### config.mk
export PLATFORM = sky130hd
export DESIGN_NAME = rvh_l1d_line_refill_issuer_flat
export DESIGN_NICKNAME = d
export VERILOG_FILES = /design/src/rtl/rvh_l1d_line_refill_issuer_if.sv /design/src/rtl/rvh_l1d_line_refill_issuer.sv /design/src/flat_wrapper.sv
export SDC_FILE = /design/constraint.sdc
export NUM_CORES = 1
export LEC_CHECK = 0
export BUFFER_PORTS_ARGS = -buffer_cell sky130_fd_sc_hd__buf_2
export CAP_MARGIN = 40
export CORE_AREA = 2 2 294 296
export DETAILED_ROUTE_END_ITERATION = 10
export DIE_AREA = 0 0 296 298
export SLEW_MARGIN = 20
export SYNTH_ARGS = -nofsm -noshare
export SYNTH_HDL_FRONTEND = slang
export SYNTH_SLANG_ARGS = --single-unit
### constraint.sdc
create_clock -name clk -period 9.71 [get_ports clk]
set_input_delay 1.942 -clock clk [delete_from_list [all_inputs] [get_ports clk]]
set_output_delay 1.942 -clock clk [all_outputs]
set_load 0.01 [all_outputs]
### src/rtl/rvh_l1d_line_refill_issuer_if.sv
// Handshake bundle between the miss-line FIFO, the memory read port and the bank refill path.
// Latency: none, wires only.
// Backpressure: valid/ready on each of the line, request, response and refill channels.
interface rvh_l1d_line_refill_issuer_if #(
    parameter int LINE_ADDR_W    = 32,
    parameter int LINE_OFFSET_W  = 6,
    parameter int BEATS_PER_LINE = 4,
    parameter int BEAT_DATA_W    = 128,
    parameter int ID_W           = 4
);
    logic                                  flush_i;
    logic                                  line_vld_i;
    logic [LINE_ADDR_W-1:0]                line_addr_i;
    logic                                  line_rdy_o;
    logic                                  mem_req_vld_o;
    logic                                  mem_req_rdy_i;
    logic [LINE_ADDR_W+LINE_OFFSET_W-1:0]  mem_req_addr_o;
    logic [ID_W-1:0]                       mem_req_id_o;
    logic                                  mem_resp_vld_i;
    logic                                  mem_resp_rdy_o;
    logic [ID_W-1:0]                       mem_resp_id_i;
    logic [BEAT_DATA_W-1:0]                mem_resp_data_i;
    logic                                  mem_resp_last_i;
    logic                                  mem_resp_err_i;
    logic                                  refill_vld_o;
    logic                                  refill_rdy_i;
    logic [LINE_ADDR_W-1:0]                refill_line_addr_o;
    logic [BEATS_PER_LINE*BEAT_DATA_W-1:0] refill_data_o;
    logic                                  refill_err_o;
    logic                                  busy_o;

    modport slave (
        input  flush_i, line_vld_i, line_addr_i, mem_req_rdy_i,
               mem_resp_vld_i, mem_resp_id_i, mem_resp_data_i, mem_resp_last_i, mem_resp_err_i,
               refill_rdy_i,
        output line_rdy_o, mem_req_vld_o, mem_req_addr_o, mem_req_id_o, mem_resp_rdy_o,
               refill_vld_o, refill_line_addr_o, refill_data_o, refill_err_o, busy_o
    );

    modport master (
        output flush_i, line_vld_i, line_addr_i, mem_req_rdy_i,
               mem_resp_vld_i, mem_resp_id_i, mem_resp_data_i, mem_resp_last_i, mem_resp_err_i,
               refill_rdy_i,
        input  line_rdy_o, mem_req_vld_o, mem_req_addr_o, mem_req_id_o, mem_resp_rdy_o,
               refill_vld_o, refill_line_addr_o, refill_data_o, refill_err_o, busy_o
    );
endinterface

### src/rtl/rvh_l1d_line_refill_issuer.sv
// Serial L1D line refill: pop line, one read request, gather beats, present line. Option: RVH_L1D_REFILL_TIMEOUT_EN.
// Latency: request valid 1 cycle after pop; refill valid 1 cycle after the final matching beat.
// Backpressure: request/address/ID and refill line held until accepted; response beats always accepted in RESP.
module rvh_l1d_line_refill_issuer #(
    parameter int LINE_ADDR_W    = 32,
    parameter int LINE_OFFSET_W  = 6,
    parameter int BEATS_PER_LINE = 4,
    parameter int BEAT_DATA_W    = 128,
    parameter int ID_W           = 4,
    parameter int TIMEOUT_CYCLES = 1024
) (
    input  logic clk,
    input  logic rst,
    rvh_l1d_line_refill_issuer_if.slave bus
);
    localparam int CNT_W = $clog2(BEATS_PER_LINE);

    if (BEATS_PER_LINE < 2 || (BEATS_PER_LINE & (BEATS_PER_LINE - 1)) != 0 || TIMEOUT_CYCLES < 2)
    begin : g_param_check
        $error("rvh_l1d_line_refill_issuer: illegal BEATS_PER_LINE or TIMEOUT_CYCLES");
    end

    typedef enum logic [1:0] {IDLE, REQ, RESP, OUT} state_t;

    state_t                                     state, state_nxt;
    logic [LINE_ADDR_W-1:0]                     addr_q;
    logic [CNT_W-1:0]                           beat_cnt;
    logic [ID_W-1:0]                            id_cnt;
    logic                                       drain;
    logic                                       err;
    logic [BEATS_PER_LINE-1:0][BEAT_DATA_W-1:0] line_buf;

    logic line_rdy, req_vld, resp_rdy, refill_vld;
    logic line_fire, req_fire, beat_match, beat_is_last, beat_final, last_bad, timeout;

    assign line_fire    = bus.line_vld_i && bus.line_rdy_o;
    assign req_fire     = req_vld && bus.mem_req_rdy_i;
    assign beat_match   = (state == RESP) && bus.mem_resp_vld_i && (bus.mem_resp_id_i == id_cnt);
    assign beat_is_last = (beat_cnt == CNT_W'(BEATS_PER_LINE - 1));
    assign beat_final   = beat_match && beat_is_last;
    // The beat counter, not the last flag, decides completion; a misplaced flag only poisons the line.
    assign last_bad     = (bus.mem_resp_last_i != beat_is_last);

`ifdef RVH_L1D_REFILL_TIMEOUT_EN
    localparam int TO_W = $clog2(TIMEOUT_CYCLES + 1);
    logic [TO_W-1:0] to_cnt;

    always_ff @(posedge clk) begin
        if (!rst || state != RESP || beat_match) to_cnt <= '0;
        else                                     to_cnt <= to_cnt + TO_W'(1);
    end

    assign timeout = (state == RESP) && !beat_match && (to_cnt == TO_W'(TIMEOUT_CYCLES - 1));
`else
    assign timeout = 1'b0;
`endif

    always_ff @(posedge clk) begin
        if (!rst) state <= IDLE;
        else      state <= state_nxt;
    end

    always_comb begin
        state_nxt  = state;
        line_rdy   = 1'b0;
        req_vld    = 1'b0;
        resp_rdy   = 1'b0;
        refill_vld = 1'b0;
        case (state)
            IDLE: begin
                line_rdy = !bus.flush_i;
                if (bus.line_vld_i && !bus.flush_i) state_nxt = REQ;
            end
            REQ: begin
                req_vld = 1'b1;
                if (bus.mem_req_rdy_i) state_nxt = RESP;
                else if (bus.flush_i)  state_nxt = IDLE;
            end
            RESP: begin
                resp_rdy = 1'b1;
                if (beat_final || timeout) state_nxt = (drain || bus.flush_i) ? IDLE : OUT;
            end
            OUT: begin
                refill_vld = 1'b1;
                if (bus.refill_rdy_i || bus.flush_i) state_nxt = IDLE;
            end
            default: state_nxt = IDLE;
        endcase
    end

    always_ff @(posedge clk) begin
        if (!rst) begin
            beat_cnt <= '0;
            id_cnt   <= '0;
            drain    <= 1'b0;
            err      <= 1'b0;
        end else begin
            case (state)
                IDLE: if (line_fire) err <= 1'b0;
                REQ:  if (req_fire)  drain <= bus.flush_i;
                RESP: begin
                    if (bus.flush_i) drain <= 1'b1;
                    if (beat_match) begin
                        err      <= err | bus.mem_resp_err_i | last_bad;
                        beat_cnt <= beat_cnt + CNT_W'(1);
                        if (beat_final) begin
                            id_cnt <= id_cnt + ID_W'(1);
                            drain  <= 1'b0;
                        end
                    end else if (timeout) begin
                        // Retire the ID so any late beats of this line fail the ID match.
                        err      <= 1'b1;
                        id_cnt   <= id_cnt + ID_W'(1);
                        beat_cnt <= '0;
                        drain    <= 1'b0;
                    end
                end
                default: ;
            endcase
        end
    end

    always_ff @(posedge clk) begin
        if (line_fire)  addr_q             <= bus.line_addr_i;
        if (beat_match) line_buf[beat_cnt] <= bus.mem_resp_data_i;
    end

    assign bus.line_rdy_o         = rst && line_rdy;
    assign bus.mem_req_vld_o      = rst && req_vld;
    assign bus.mem_resp_rdy_o     = rst && resp_rdy;
    assign bus.refill_vld_o       = rst && refill_vld;
    assign bus.mem_req_addr_o     = {addr_q, {LINE_OFFSET_W{1'b0}}};
    assign bus.mem_req_id_o       = rst ? id_cnt : '0;
    assign bus.refill_line_addr_o = addr_q;
    assign bus.refill_data_o      = line_buf;
    assign bus.refill_err_o       = err;
    assign bus.busy_o             = (state != IDLE);
endmodule

### src/flat_wrapper.sv
// flat-port wrapper written by rule: the top's interface ports become plain ports
module rvh_l1d_line_refill_issuer_flat 
#(
    parameter int LINE_ADDR_W    = 32,
    parameter int LINE_OFFSET_W  = 6,
    parameter int BEATS_PER_LINE = 4,
    parameter int BEAT_DATA_W    = 128,
    parameter int ID_W           = 4,
    parameter int TIMEOUT_CYCLES = 1024
)
  (clk, rst, bus_flush_i, bus_line_vld_i, bus_line_addr_i, bus_mem_req_rdy_i, bus_mem_resp_vld_i, bus_mem_resp_id_i, bus_mem_resp_data_i, bus_mem_resp_last_i, bus_mem_resp_err_i, bus_refill_rdy_i, bus_line_rdy_o, bus_mem_req_vld_o, bus_mem_req_addr_o, bus_mem_req_id_o, bus_mem_resp_rdy_o, bus_refill_vld_o, bus_refill_line_addr_o, bus_refill_data_o, bus_refill_err_o, bus_busy_o);
  rvh_l1d_line_refill_issuer_if #(.LINE_ADDR_W(LINE_ADDR_W), .LINE_OFFSET_W(LINE_OFFSET_W), .BEATS_PER_LINE(BEATS_PER_LINE), .BEAT_DATA_W(BEAT_DATA_W), .ID_W(ID_W)) bus_i ();
  input  logic clk;
  input  logic rst;
  input wire logic [$bits(bus_i.flush_i)-1:0] bus_flush_i;
  input wire logic [$bits(bus_i.line_vld_i)-1:0] bus_line_vld_i;
  input wire logic [$bits(bus_i.line_addr_i)-1:0] bus_line_addr_i;
  input wire logic [$bits(bus_i.mem_req_rdy_i)-1:0] bus_mem_req_rdy_i;
  input wire logic [$bits(bus_i.mem_resp_vld_i)-1:0] bus_mem_resp_vld_i;
  input wire logic [$bits(bus_i.mem_resp_id_i)-1:0] bus_mem_resp_id_i;
  input wire logic [$bits(bus_i.mem_resp_data_i)-1:0] bus_mem_resp_data_i;
  input wire logic [$bits(bus_i.mem_resp_last_i)-1:0] bus_mem_resp_last_i;
  input wire logic [$bits(bus_i.mem_resp_err_i)-1:0] bus_mem_resp_err_i;
  input wire logic [$bits(bus_i.refill_rdy_i)-1:0] bus_refill_rdy_i;
  output wire logic [$bits(bus_i.line_rdy_o)-1:0] bus_line_rdy_o;
  output wire logic [$bits(bus_i.mem_req_vld_o)-1:0] bus_mem_req_vld_o;
  output wire logic [$bits(bus_i.mem_req_addr_o)-1:0] bus_mem_req_addr_o;
  output wire logic [$bits(bus_i.mem_req_id_o)-1:0] bus_mem_req_id_o;
  output wire logic [$bits(bus_i.mem_resp_rdy_o)-1:0] bus_mem_resp_rdy_o;
  output wire logic [$bits(bus_i.refill_vld_o)-1:0] bus_refill_vld_o;
  output wire logic [$bits(bus_i.refill_line_addr_o)-1:0] bus_refill_line_addr_o;
  output wire logic [$bits(bus_i.refill_data_o)-1:0] bus_refill_data_o;
  output wire logic [$bits(bus_i.refill_err_o)-1:0] bus_refill_err_o;
  output wire logic [$bits(bus_i.busy_o)-1:0] bus_busy_o;
  assign bus_i.flush_i = bus_flush_i;
  assign bus_i.line_vld_i = bus_line_vld_i;
  assign bus_i.line_addr_i = bus_line_addr_i;
  assign bus_i.mem_req_rdy_i = bus_mem_req_rdy_i;
  assign bus_i.mem_resp_vld_i = bus_mem_resp_vld_i;
  assign bus_i.mem_resp_id_i = bus_mem_resp_id_i;
  assign bus_i.mem_resp_data_i = bus_mem_resp_data_i;
  assign bus_i.mem_resp_last_i = bus_mem_resp_last_i;
  assign bus_i.mem_resp_err_i = bus_mem_resp_err_i;
  assign bus_i.refill_rdy_i = bus_refill_rdy_i;
  assign bus_line_rdy_o = bus_i.line_rdy_o;
  assign bus_mem_req_vld_o = bus_i.mem_req_vld_o;
  assign bus_mem_req_addr_o = bus_i.mem_req_addr_o;
  assign bus_mem_req_id_o = bus_i.mem_req_id_o;
  assign bus_mem_resp_rdy_o = bus_i.mem_resp_rdy_o;
  assign bus_refill_vld_o = bus_i.refill_vld_o;
  assign bus_refill_line_addr_o = bus_i.refill_line_addr_o;
  assign bus_refill_data_o = bus_i.refill_data_o;
  assign bus_refill_err_o = bus_i.refill_err_o;
  assign bus_busy_o = bus_i.busy_o;
  rvh_l1d_line_refill_issuer #(.LINE_ADDR_W(LINE_ADDR_W), .LINE_OFFSET_W(LINE_OFFSET_W), .BEATS_PER_LINE(BEATS_PER_LINE), .BEAT_DATA_W(BEAT_DATA_W), .ID_W(ID_W), .TIMEOUT_CYCLES(TIMEOUT_CYCLES)) u_core (.clk(clk), .rst(rst), .bus(bus_i));
endmodule
; ---- After elaboration in Yosys (flattened, before gate mapping)
; Cells that the tools add are included.
[totals]
regBits = 554
in_bits = 173
output_inout_bits = 592
wordCells = 75
[op_classes]
addsub = 2
order_cmp = 2
n_eq_ne = 13
n_mux = 23
n_bitwise = 2
n_reduce_logical = 23
[ops]
columns = op, count
row1 = $bwmux W512, 1
row2 = $demux W128 S2, 1
row3 = $mux W128, 1
row4 = $mux W2, 6
row5 = $ne A2 B1 Y1 const B, 6
row6 = $logic_and A1 B1 Y1, 11
row7 = $mux W1, 10
row8 = $pmux W2 S4, 1
row9 = $eq A2 B2 Y1 const B, 3
row10 = $reduce_and A3 Y1, 2
row11 = $reduce_bool A2 Y1, 3
row12 = $add A4 B1 Y4 const B, 1
row13 = $eq A4 B4 Y1, 1
row14 = $mux W4, 1
row15 = $pmux W1 S2, 2
row16 = $reduce_and A2 Y1, 2
row17 = $reduce_and A4 Y1, 1
row18 = $lt A2 B3 Y1 const B, 1
row19 = $ne A3 B3 Y1 const B, 1
row20 = $add A2 B1 Y2 const B, 1
row21 = $eq A2 B1 Y1 const B, 1
row22 = $ge A2 B1 Y1 const B, 1
row23 = $logic_not A2 Y1, 1
row24 = $logic_or A1 B1 Y1, 2
row25 = other kinds (3), 4

; ---- Depth between registers and ports, before layout
; Gate-level depths: netlist (run 1).
[depth]
depth_word = 7
depth_mapped = 5
depth_no_buf = 4

; ---- Least setup slack after synthesis (run 1)
; OpenSTA, ideal clock, no wires.
[synth_timing]
path_kind = input -> register
from = in bus_mem_resp_id_i[0]
to = reg u_core.line_buf (netlist bit u_core.bus.refill_data_o[384]) (enable)
setup_time_ns = 0.619
arrival_ns = 7.704
t_required_ns = 9.091
setup_slack_ns = 1.387
stages = 3
n_path_buf = 0
path_cell_list = xnor2_1 > nand4_2 > nor2_1
[synth_via]
elab_chain_cells = 2
[synth_lines]
columns = element, line
row1 = "start, declared", flat_wrapper.sv:20  ; input wire logic [$bits(bus_i.mem_resp_id_i)-1:0] bus_mem_resp_id_i;
row2 = $eq A4 B4 Y1, rvh_l1d_line_refill_issuer.sv:38  ; assign beat_match = (state == RESP) && bus.mem_resp_vld_i && (bus.mem_resp_id_i == id_cnt);
row3 = $logic_and A1 B1 Y1, rvh_l1d_line_refill_issuer.sv:38
row4 = "end signal, assigned by index", rvh_l1d_line_refill_issuer.sv:125  ; if (beat_match) line_buf[beat_cnt] <= bus.mem_resp_data_i;
row5 = "end, declared", rvh_l1d_line_refill_issuer.sv:31  ; logic [BEATS_PER_LINE-1:0][BEAT_DATA_W-1:0] line_buf;
; No other way between the ends.
; A chain may end at the register's enable or synchronous reset.

; ---- Worst setup path in the final report (run 1)
[layout_timing]
from = in rst
to = out bus_line_rdy_o
[layout_via]
elab_chain_cells = 1
[layout_lines]
columns = element, line
row1 = "start, declared", flat_wrapper.sv:14  ; input logic rst;
row2 = $logic_and A1 B1 Y1, rvh_l1d_line_refill_issuer.sv:128  ; assign bus.line_rdy_o = rst && line_rdy;
row3 = "end, declared", flat_wrapper.sv:25  ; output wire logic [$bits(bus_i.line_rdy_o)-1:0] bus_line_rdy_o;
; No other way between the ends.

==> run summary, run 1 <==
The met3 usage in global routing came out at 0.03305. The flow ran to the end, and the final reports show no timing, DRC or antenna violations. Of the post-synthesis cell area, the dominant cell type holds 0.9417.

The data arrival time of the worst path is 2.86 ns. The height of the chip is 298 um. The wire length of the first global-routing pass is about 65000 um. Summed over all layers, the global routing overflow is 0.

The tool flagged a number of max-cap violations equal to 0. The largest clock skew in the final design is between 0.02 and 0.025 ns. The reported net switching power came out at 947.4 uW. The number of antenna violations at the first check in global routing was 8. The number of CTS-inserted buffers is 54. The post-route standard cell area excluding fillers is 24190 sq um. Counting stages on the worst path, the most repeated cell is buf_2. The post-CTS clock slew at the launch and capture registers of the worst setup and hold paths came out at 0.06 ns. The initialized floorplan defines 107 standard-cell rows. Summed over all nets, the half-perimeter wirelength after detailed placement is 34020 um. Setup repair after global routing left no endpoint under its margin. The initial cell density of the core came out at 0.2044. The worst hold path startpoint is u_core.bus.refill_err_o. Post-CTS repair changed the size of 0 cells. The async set-reset flop share out of synthesis came out at 0. The critical register-to-register path endpoint is u_core.bus.refill_data_o[173]. The commonest cells after synthesis are edfxtp_1 (544), buf_4 (39), dfxtp_1 (10), nand2_1 (10), and2_1 (8). The number of antenna-violating nets in the routed design came out at 0.

In the finished design, the share of the clock period the worst path needs comes to 0.4944. Input and output buffers added on the ports amount to 758. The residual DRC count is 0. The power per unit of standard cell area is 199.7 nW/um^2. The maximum buffer depth of the clock tree came out at 3. The highest clock frequency the design can meet came out at 208.3 MHz. Of the total synthesized cell area, the portion taken by full adders, half adders and majority gates is 0.003606.

The floorplan step set the die width to 296 um. The last weighted congestion value of the routability-driven placer came out at a little under 1. The met1 track demand over resource in global routing is 0.1093. The compound-cell area share of the yosys netlist came out at 0.006924.

Dividing the detail-routed wire length by the instance count gives 18.00 um. The analysis attributes to cell leakage a power of 0.009088 uW. The H-tree depth came out at 2.

In this run the clock root is driven by a clkbuf_16. The number of pins with negative max-slew slack in the final report came out at 0. The number of setup violations in the final report is 0. The summed negative setup slack over all endpoints came out at 0 ns. The post-detailed-placement cell area is about 22000 sq um.

The fraction of met2 tracks used by global routing came out at 0.1794. The worst reg-to-reg path cell count came out at 5. The final hold violation count is 0.

The number of synthesized register bits came out at approximately 550. The number of iterations in the first detailed-routing pass came out at 5. The largest net degree at the start of global routing is 92.

The synthesized design contains ~540 enable-type register cells. The setup fix buffers added after clock tree synthesis is 0. The distinct cell type count after synthesis is 35. The total wire length came out at 47560 um. The worst reg-to-reg setup slack is 6.46 ns. The number of global-route vias before repair came to 9826. The switching fraction of total power is 0.1960. For hold timing, the worst endpoint is u_core.bus.refill_err_o. The number of buffers inserted for hold repair after clock tree synthesis is 0. The clock reaches the later pin of the worst-skew pair after 0.61 ns. The area of the core is 84880 sq um.

Of the total power, combinational logic draws 0.023. TritonCTS built the clock tree. Walking the worst path, the cells encountered are buf_2 > inv_1 > nor3_1 > buf_2. The number of cells on the worst hold path came out at 2. The Yosys step of the flow raised 0 warnings. edfxtp_1 takes more of the synthesized area than any other cell. The worst max-slew margin expressed relative to the limit came out at 0.3657.

The clock sink total is 554. The area added between synthesis and finish came out at 39.47%. The synthesized area is 17350 sq um. In the synthesized netlist, the number of instances is 673. The worst register-to-register path begins at u_core.id_cnt[2]. The number of vias after detailed routing came out at roughly 9.7k. The tightest min-delay check is of the reg -> reg type.

By startpoint and endpoint, the worst setup path is classified as in -> out. The share of synthesized area spent on multiplexers is 0.001803. The antenna cell count came out at 0. The number of nets at the end of the flow is 1636.

Of the total power, registers draw 0.547. Among all cell types in the netlist, the one instantiated most often is edfxtp_1. The part of the total power dissipated in the clock network is 0.430. The post-synthesis share of cell area spent on xor and xnor gates is 0.002524. For this run, the register share of the synthesized area comes to 0.9532. Among all flip-flop cells after synthesis, the most frequent one is edfxtp_1. The post-synthesis area per instance came out at 25.78 sq um.

The die covers 88210 sq um. For this design the top-level I/O count stands at 765. For the pin with the worst max-slew slack, the measured transition is between 0.9 and 1 ns. The kind of start point of the critical path is a primary input. The most used routing layer is met2.

The largest stage delay on the critical path came out at 0.30 ns. The maximum VDD drop is 0.1469 mV. After synthesis, the largest family of logic cells by area is buffers and inverters.

The first-iteration detailed-routing DRC count came out at 649. The worst-path maximum fanout is 16. The area fraction in and, or, nand and nor cells after synthesis is 0.01269. STA classifies the critical path endpoint as a primary output.

After detailed routing, the number of vias per cell comes to 3.665. The shortest period the worst path allows came out at slightly below 5 ns. The overall track demand over capacity in global routing came out at 0.1003. The data required time at the worst endpoint came out at 7.77 ns. The final-layout worst hold slack came out at 0.4723 ns. The internal portion of total power is 3885 uW. The share of post-route cells with drive strength above 1 is 0.5694.

Ranked by total cell area, the synthesized netlist is headed by edfxtp_1 (94%), buf_4 (1.7%), dfxtp_1 (1.2%). On the critical path, the stage with the largest delay is an instance of nor3_1.
-- worst max-delay path, delay by kind of cell --
kind / cells / cell delay, ns
simple gates: 1 / 0.30
buf+inv: 3 / 0.61
-- power by group through the flow --
stage / clock (uW) / sequential (uW) / combinational (uW)
floorplan: 0 / 2690 / 34.0
global placement: 0 / 2690 / 105
detailed placement: 0 / 2690 / 110
CTS: 2130 / 2640 / 111
global route: 2220 / 2640 / 119
finish: 2080 / 2640 / 111
-- worst max path at each step --
| stage | startpoint | end | slack (ns) |
|---|---|---|---|
| 2_1_floorplan | bus_mem_resp_id_i[0] | u_core.bus.refill_data_o[384] | 1.39 |
| 3_3_place_gp | bus_mem_resp_id_i[1] | u_core.bus.refill_data_o[315] | 4.96 |
| 3_5_place_dp | bus_mem_resp_id_i[1] | u_core.bus.refill_data_o[274] | 4.89 |
| 4_1_cts | rst | bus_line_rdy_o | 4.95 |
| 5_1_grt | rst | bus_line_rdy_o | 4.88 |
| 6_report | rst | bus_line_rdy_o | 4.91 |
-- logic make-up (layout without fill, tap and decap cells) --
logic type | count (synthesis) | after routing
flip-flops | 554 | 554
buffers and inverters | 47 | 867
AND/OR/NAND/NOR | 38 | 38
AO/OA/AOI/OAI | 20 | 20
adder cells (fa/ha/maj) | 5 | 5
XOR/XNOR | 5 | 5
multiplexers | 3 | 3
other | 1 | 6
-- registers in the layout, indices dropped and copies added, names as in the netlist --
signal / count
u_core.bus.refill_data_o: 512
u_core.bus.refill_line_addr_o: 32
u_core.id_cnt: 4
u_core.beat_cnt: 2
u_core.state: 2
u_core.bus.refill_err_o: 1
u_core.drain: 1
-- stage by stage --
stage	cells	setup WS [ns]	util	power, uW
3_5_place_dp	2546	4.894	0.2641	2803
6_report	2642	4.909	0.2850	4833
4_1_cts	2642	4.949	0.2850	4884
3_3_place_gp	2545	4.957	0.2637	2797
5_1_grt	2642	4.877	0.2850	4978
2_1_floorplan	678	1.387	-	2728
-- layout by cell type (no fill, tap or decap), types with 3 or more instances in the layout --
cell type,count
buf_2,758
edfxtp_1,544
clkbuf_16,54
clkinv_1,11
nand2_1,10
clkinv_2,10
dfxtp_1,10
clkbuf_1,8
bufinv_16,7
a21oi_1,6
o21ai_0,6
conb_1,6
inv_1,5
and2_1,5
ha_1,5
xnor2_1,4
buf_4,4
nand3_1,3
nor2_1,3
and2_4,3
o31ai_1,3
clkinvlp_4,3
buf_12,3
-- final cells by class --
| cell class | count | area [sq um] |
|---|---|---|
| Inverter | 5 | 18.77 |
| Multi-Input combinational cell | 77 | 515.5 |
| Clock inverter | 34 | 400.4 |
| Timing Repair Buffer | 766 | 3911 |
| Sequential cell | 554 | 16540 |
| Clock buffer | 62 | 1381 |
| Tap cell | 1144 | 1431 |
| Fill cell | 8495 | 60680 |
-- metal layers --
metal / vias to the layer above / routed length (um)
li1: 4199 / -
met1: 4828 / 17040
met2: 567 / 24300
met3: 83 / 4919
met4: 6 / 1260
met5: - / 38
No activity file was read; power rests on OpenSTA's default activity.
==> inputs of run 2 (changes only) <==
- clock period: 9.71 -> 4.8 ns (I/O delays scaled with it)
==> run 2 against run 1 <==
Sequential power up 100%. Global-route usage up 0.58 points. Critical path depth up 2. Worst setup slack worse by 2.9 ns. First-iteration DRC count up 28%. Largest cell class unchanged. Highest routed layer unchanged.
==> run summary, run 2 (same netlist as run 1, synthesis figures left out) <==
The number of buffers inserted for hold repair after clock tree synthesis came out at 0. The area of the core came out at 84880 sq um. The largest stage delay on the critical path came out at 0.67 ns. The overall power of the completed layout came out at 10050 uW. Dividing total power by cell area gives a power density of just over 400 nW/um^2.

The number of antenna violations at the first check in global routing is 6. Buffers placed on the I/O ports in this run total 758. The most used routing layer is met2.

The summed negative setup slack over all endpoints came out at 0 ns. In this run the deepest clock path goes through 3 buffers. The H-tree depth is 2.

The largest delay contributor family on the critical path is simple AND/OR/NAND/NOR gates. Across all layers, the routed design uses 9732 vias. The final-layout worst hold slack came out at 0.4694 ns. The number of standard-cell rows in the floorplan is 107. Setup repair after global routing left no endpoint under its margin. The count of instances resized after the clock tree is built is 0.

The vias per cell came out at approximately 3.6. The total overflow left after global routing is 0. The library cell used most frequently in the layout, excluding fill and tap cells, is buf_2. Data on the critical path is required at its endpoint by 5.08 ns. The number of global-route vias before repair was 9907. The number of ports placed on the die boundary is 765. The clock sink total is 554. The first-iteration detailed-routing DRC count is between 800 and 900. The met1 track demand over resource in global routing came out at 0.1230. The fraction of met2 tracks used by global routing is 0.1783. Clock-pin slew was measured on the worst setup and hold paths at ~0.06 ns. Dividing the detail-routed wire length by the instance count gives 18.72 um. The largest net degree at the start of global routing is 69. Together, buffers and inverters on the worst path number 2. Across every metal layer, demand over resource in global routing totals 0.1061. The register with the most flip-flops in the layout has slightly above 500 of them. For this run, design rule violations remaining after detail routing come to 0. The last weighted congestion value of the routability-driven placer is a little over 1. The latest clock arrival within the worst-skew pair came out at 0.62 ns. The final hold violation count is 0. The final HPWL from detailed placement came out at 36530 um. The library cells used most frequently in the layout, excluding fill and tap cells, are buf_2 (758), edfxtp_1 (544), clkbuf_16 (55). The maximum VDD drop is about 0.27 mV. The kind of start point of the critical path is a primary input. The number of iterations in the first detailed-routing pass is 4. The run finished with clean final reports. The die width came out at 296 um. The worst path in the final design needs a cycle of between 2 and 3 ns, including I/O delays and setup. Data arrives at the worst endpoint at 3.08 ns.

The worst max-slew margin expressed relative to the limit is 0.5012. The leakage dissipation came out at 0.009261 uW. The met3 usage in global routing came out at 0.03752. The setup fix buffers added after clock tree synthesis is 0.

For this run, the top clock speed supported by timing is 357.1 MHz. Across the run, the number of max-cap violations was 0. The min-delay analysis places its worst path in the category reg -> reg. The height of the chip came out at 298 um.

The first global-routing pass estimated approximately 70000 um of wire. The worst setup path category is in -> reg. The initial cell density of the core is 0.2044. Along the worst path, the maximum fanout reaches between 40 and 50.

The floorplan die area is 88210 sq um. The sort of element at the end of the critical path is a register. For this run, the share of the core covered by cells in the final layout is 0.2887. The number of pins with negative max-slew slack in the final report is 0. On the critical path, the stage with the largest delay is an instance of and2_4.

Setup violations remaining at the end of the flow were counted as 0. The cell chosen for the clock root is clkbuf_16. Once detail routing completed, the nets flagged for antenna violations numbered 0. For the pin with the worst max-slew slack, the measured transition is about 0.75 ns.

Walking the worst path, the cells encountered are buf_2 > xnor2_1 > nand3_1 > nor2_1 > and2_4 > buf_12. The number of nets at the end of the flow came out at 1655. The number of CTS-inserted buffers is 55. Across the routed clock network, the largest skew measured is 0.02578 ns. The area added between synthesis and finish is 41.25%. The share of post-route cells with drive strength above 1 came out at 0.5745. The total wire length is between 40000 and 50000 um.

TritonCTS built the clock tree. In the finished design, the share of the clock period the worst path needs comes to 0.5835.
[run 2: cell count changes in the layout (fill, tap and decap cells not counted), moves of 2 or more]
cell and delta:
buf_12 +5, buf_4 +14, bufinv_16 +3, clkinv_1 +2, clkinvlp_4 -2, inv_6 +2
[run 2: cell type report]
type                       instances  area (sq um)
multi-input combinational         77         515.5
sequential                       554         16540
clock inverter                    39         500.5
clock buffer                      64          1410
timing repair buffer             784          4089
tap                             1144          1431
fill                            8455         60380
inverter                           5         18.77
antenna                            1         2.502
[run 2: path summary, 6_finish.rpt]
path	cells after the start	slack, ns	startpoint	to
max	6	2.00	bus_mem_resp_id_i[1]	u_core.bus.refill_data_o[241]
min	2	0.47	u_core.bus.refill_err_o	u_core.bus.refill_err_o
min reg2reg	2	0.47	u_core.bus.refill_err_o	u_core.bus.refill_err_o
max reg2reg	5	2.04	u_core.id_cnt[1]	u_core.bus.refill_data_o[241]
[run 2: report_power, final]
part	leakage, uW	switching, uW	total (uW)	internal [uW]
Combinational	0.00336	142	228	85.9
Sequential	0.00497	18.4	5350	5330
Clock	0.000928	1820	4470	2660
[run 2: metal layers]
metal / vias up / routed length [um]
li1: 4241 / -
met1: 4805 / 18760
met2: 579 / 24350
met3: 101 / 5215
met4: 6 / 1591
met5: - / 34
[run 2: stage by stage]
| stage | cell area (sq um) | setup slack [ns] | instances |
|---|---|---|---|
| 6_report | 24500 | 1.999 | 2668 |
| 3_5_place_dp | 22590 | 1.319 | 2564 |
| 2_1_floorplan | 17380 | 1.071 | 678 |
| 3_3_place_gp | 22590 | 1.402 | 2564 |
| 5_1_grt | 24500 | 1.818 | 2668 |
| 4_1_cts | 24500 | 1.987 | 2667 |
[run 2: worst reg2reg max path: cells and delay by family, from the launching register on]
kind	cells	cell delay (ns)
and+or+nand+nor	3	1.49
DFF	1	0.42
buffers and inverters	1	0.34
xor gates and xnor gates	1	0.15
==> inputs of run 3 (changes only) <==
- CORE_AREA: 2 2 294 296 -> 2 2 302 304
- DIE_AREA: 0 0 296 298 -> 0 0 304 306
- clock period: 4.8 -> 2.5 ns (I/O delays scaled with it)
==> run 3 against run 2 <==
Utilization fell by 0.91 points. Critical path type is now reg -> out. Global-route usage is 0.075 points lower. Sequential share of layout area fell by 1.5 points. Register-to-register slack got worse by 1.8 ns. Wire length increased by 4.0%. Critical path depth is 3 lower. Hold slack got worse by 0.40 ns. Clock skew rose by 0.014 ns. Non-clock buffer count increased by 52. Sequential power grew 93%.
==> run summary, run 3 (same netlist as run 1, synthesis figures left out) <==
The worst register-to-register path ends at u_core.bus.refill_data_o[344]. The number of antenna-violating nets in the routed design is 0. For the worst-skew pair, the clock arrives at the later sink with an insertion delay of 0.65 ns.

STA classifies the critical path startpoint as a register. The internal portion of the total power is approximately 15000 uW. The flow ran to the end, and the final reports show no timing, DRC or antenna violations. The initial cell density of the core is 0.1936. The worst hold path startpoint is bus_line_addr_i[1]. The post-detailed-placement cell area came out at 23060 sq um. The min-delay analysis places its worst path in the category in -> reg. The share of power burned in registers is 0.545. In this run the core area contains between 100 and 150 standard-cell rows. The first-iteration detailed-routing DRC count is approximately 680. Counting instances, the worst hold path has a depth of 1. The CTS tree is yes.

The post-route worst setup slack is between 0.15 and 0.2 ns. The residual DRC count is 0. The final hold violation count was 0. The count of instances resized after the clock tree is built is 0. Across every metal layer, demand over resource in global routing totals 0.1053. The number of antenna violations at the first check in global routing came to 7. CTS placed an instance of clkbuf_16 at the clock tree root.

In this run the register-to-register setup slack is about 0.25 ns. The data required time at the worst endpoint came out at 2.00 ns. The number of global-route vias before repair came out at 10.28k.

In the final layout, flip-flops and latches occupy roughly 17000 sq um. The top cell types in the final layout, fill and taps aside, are buf_2 (758), edfxtp_1 (544), clkbuf_16 (56). The worst-path maximum fanout came out at 11.

The post-route standard cell area excluding fillers is 25050 sq um. The post-CTS clock slew at the launch and capture registers of the worst setup and hold paths came out at roughly 0.060 ns. The area of the core came out at 89600 sq um. The max-capacitance violation count is 0.

The area added between synthesis and finish came out at 44.39%. The leakage dissipation came out at around 0.0095 uW. Setup violations remaining at the end of the flow were counted as 0.

The largest net degree at the start of global routing came out at 34. Post-CTS timing repair inserted 0 buffers for setup. The overall overflow remaining after global route came out at 0. The critical path is of the reg -> out type.

The critical path's slowest cell is dfxtp_1. The critical register-to-register path startpoint is u_core.state[1]. Using the TritonRoute via totals, the vias-per-cell ratio works out to 3.633. The highest clock frequency the design can meet came out at about 430 MHz. In this run the count of I/O pins placed on the die edge is 765. The data arrival time of the worst path is 1.84 ns. The shortest period the worst path allows is 2.338 ns.

The number of vias after detailed routing came out at 9983. The largest stage delay on the critical path came out at 0.42 ns. The reported net switching power is ~3900 uW. The height of the chip came out at between 300 and 400 um.

Port buffering added 758 buffers. Across the VDD grid, the largest voltage drop is 0.6899 mV. The switching fraction of total power came out at 0.2047. Setup repair after global routing left no endpoint under its margin. The worst reg-to-reg path cell count is 7. The total wire length came out at just over 50000 um. Prior to clock tree synthesis, the placed netlist has a worst setup slack of 0.2411 ns. The routed wirelength normalized by instance count is about 19 um. The area occupied by multi-input gates came out at 565.5 sq um. The path with the worst hold slack has its endpoint at u_core.bus.refill_line_addr_o[1]. The library cell used most frequently in the layout, excluding fill and tap cells, is buf_2.

The number of pins with negative max-slew slack in the final report is 0. The H-tree depth came out at 2. The largest clock skew in the final design is 0.03942 ns. The worst setup path is captured at a primary output.

Traced cell by cell, the critical path runs through or2_2 > nor3_1 > buf_2. The die width is about 300 um. The final HPWL from detailed placement came out at 39980 um. Buffers inserted to repair hold after CTS numbered 18. The last weighted congestion value of the routability-driven placer came out at 1.027. The number of flip-flops in the largest register came out at 512. The filler cells instantiated in the layout total between 8k and 9k. The clock sink total came out at between 500 and 600. The count of cells in the finished layout, fillers not included, comes to ~2.7k.

The number of nets at the end of the flow came out at 1708. The share of post-route cells with drive strength above 1 is 0.5818. The proportion of power drawn by combinational gates came out at 0.026. The number of iterations in the first detailed-routing pass came out at 5.

The die covers about 93000 sq um. Dividing the final minimum period by the clock period gives 0.9352. The wire length of the first global-routing pass came out at 72410 um. The cell total after placement is 2630. The share of total power dissipated in the clock network is 0.429. The maximum buffer depth of the clock tree is 3. The number of CTS-inserted buffers came out at 56. For this design the ratio of total power to cell area is 752.4 nW/um^2.
==> run 3: cell types whose count changed in the layout (fill, tap and decap cells not counted), sizes merged <==
cell / previous run / this run
clkinv: 26 / 24
buf: 784 / 818
clkinvlp: 1 / 4
clkbuf: 64 / 63
inv: 7 / 9
bufinv: 10 / 4
dlygate4sd3: 0 / 18
==> run 3: worst max-delay path by stage <==
stage / from / to / slack, ns / cells after the start
finish: u_core.state[1] / bus_line_rdy_o / 0.16 / 3
global route: u_core.state[1] / bus_line_rdy_o / 0.09 / 3
CTS: u_core.state[1] / bus_line_rdy_o / 0.13 / 3
detailed placement: bus_mem_resp_id_i[0] / u_core.bus.refill_data_o[183] / 0.24 / 8
global placement: bus_mem_resp_id_i[0] / u_core.bus.refill_data_o[179] / 0.22 / 8
floorplan: bus_mem_resp_id_i[2] / u_core.bus.refill_data_o[384] / -0.68 / 4
==> run 3: stage by stage <==
stage                     power [uW]  setup TNS, ns  hold slack (ns)    util
after CTS                      19060              0        0.0004021  0.2795
after global routing           19460              0          0.01489  0.2796
after floorplan                10600        -116.49           0.4677       -
after global placement         10930              0           0.4742  0.2574
after detailed placement       10940              0           0.4726  0.2574
final                          18850              0          0.06743  0.2796
==> run 3: cell type report <==
| class | instances | share of cell area |
|---|---|---|
| clock buffers | 63 | 0.05699 |
| clock inverters | 36 | 0.01508 |
| multi-input cells | 77 | 0.02258 |
| repair buffers | 836 | 0.1856 |
| well taps | 1176 | 0.05874 |
| inverters | 5 | 0.0007493 |
| flip-flops and latches | 554 | 0.6601 |
| diodes | 1 | 0.00009990 |
==> run 3: worst max-delay path, delay by kind of cell, from the launching register on <==
kind                   cells  cell delay (ns)
buffers and inverters      1             0.20
AND/OR/NAND/NOR            2             0.61
flip-flops                 1             0.42
==> run 3: power by group through the flow <==
stage,clock (uW),combinational [uW],sequential [uW]
after floorplan,0,137,10500
after global placement,0,467,10500
after detailed placement,0,476,10500
after CTS,8290,501,10300
after global routing,8670,530,10300
final,8080,497,10300
==> run 3: metal layers <==
| metal | share of wire | global-route usage | vias up |
|---|---|---|---|
| met5 | 0 | 0 | - |
| met4 | 0.032 | 0.04686 | 0 |
| li1 | - | - | 4349 |
| met2 | 0.51 | 0.1817 | 566 |
| met3 | 0.072 | 0.02516 | 82 |
| met1 | 0.39 | 0.1246 | 4986 |
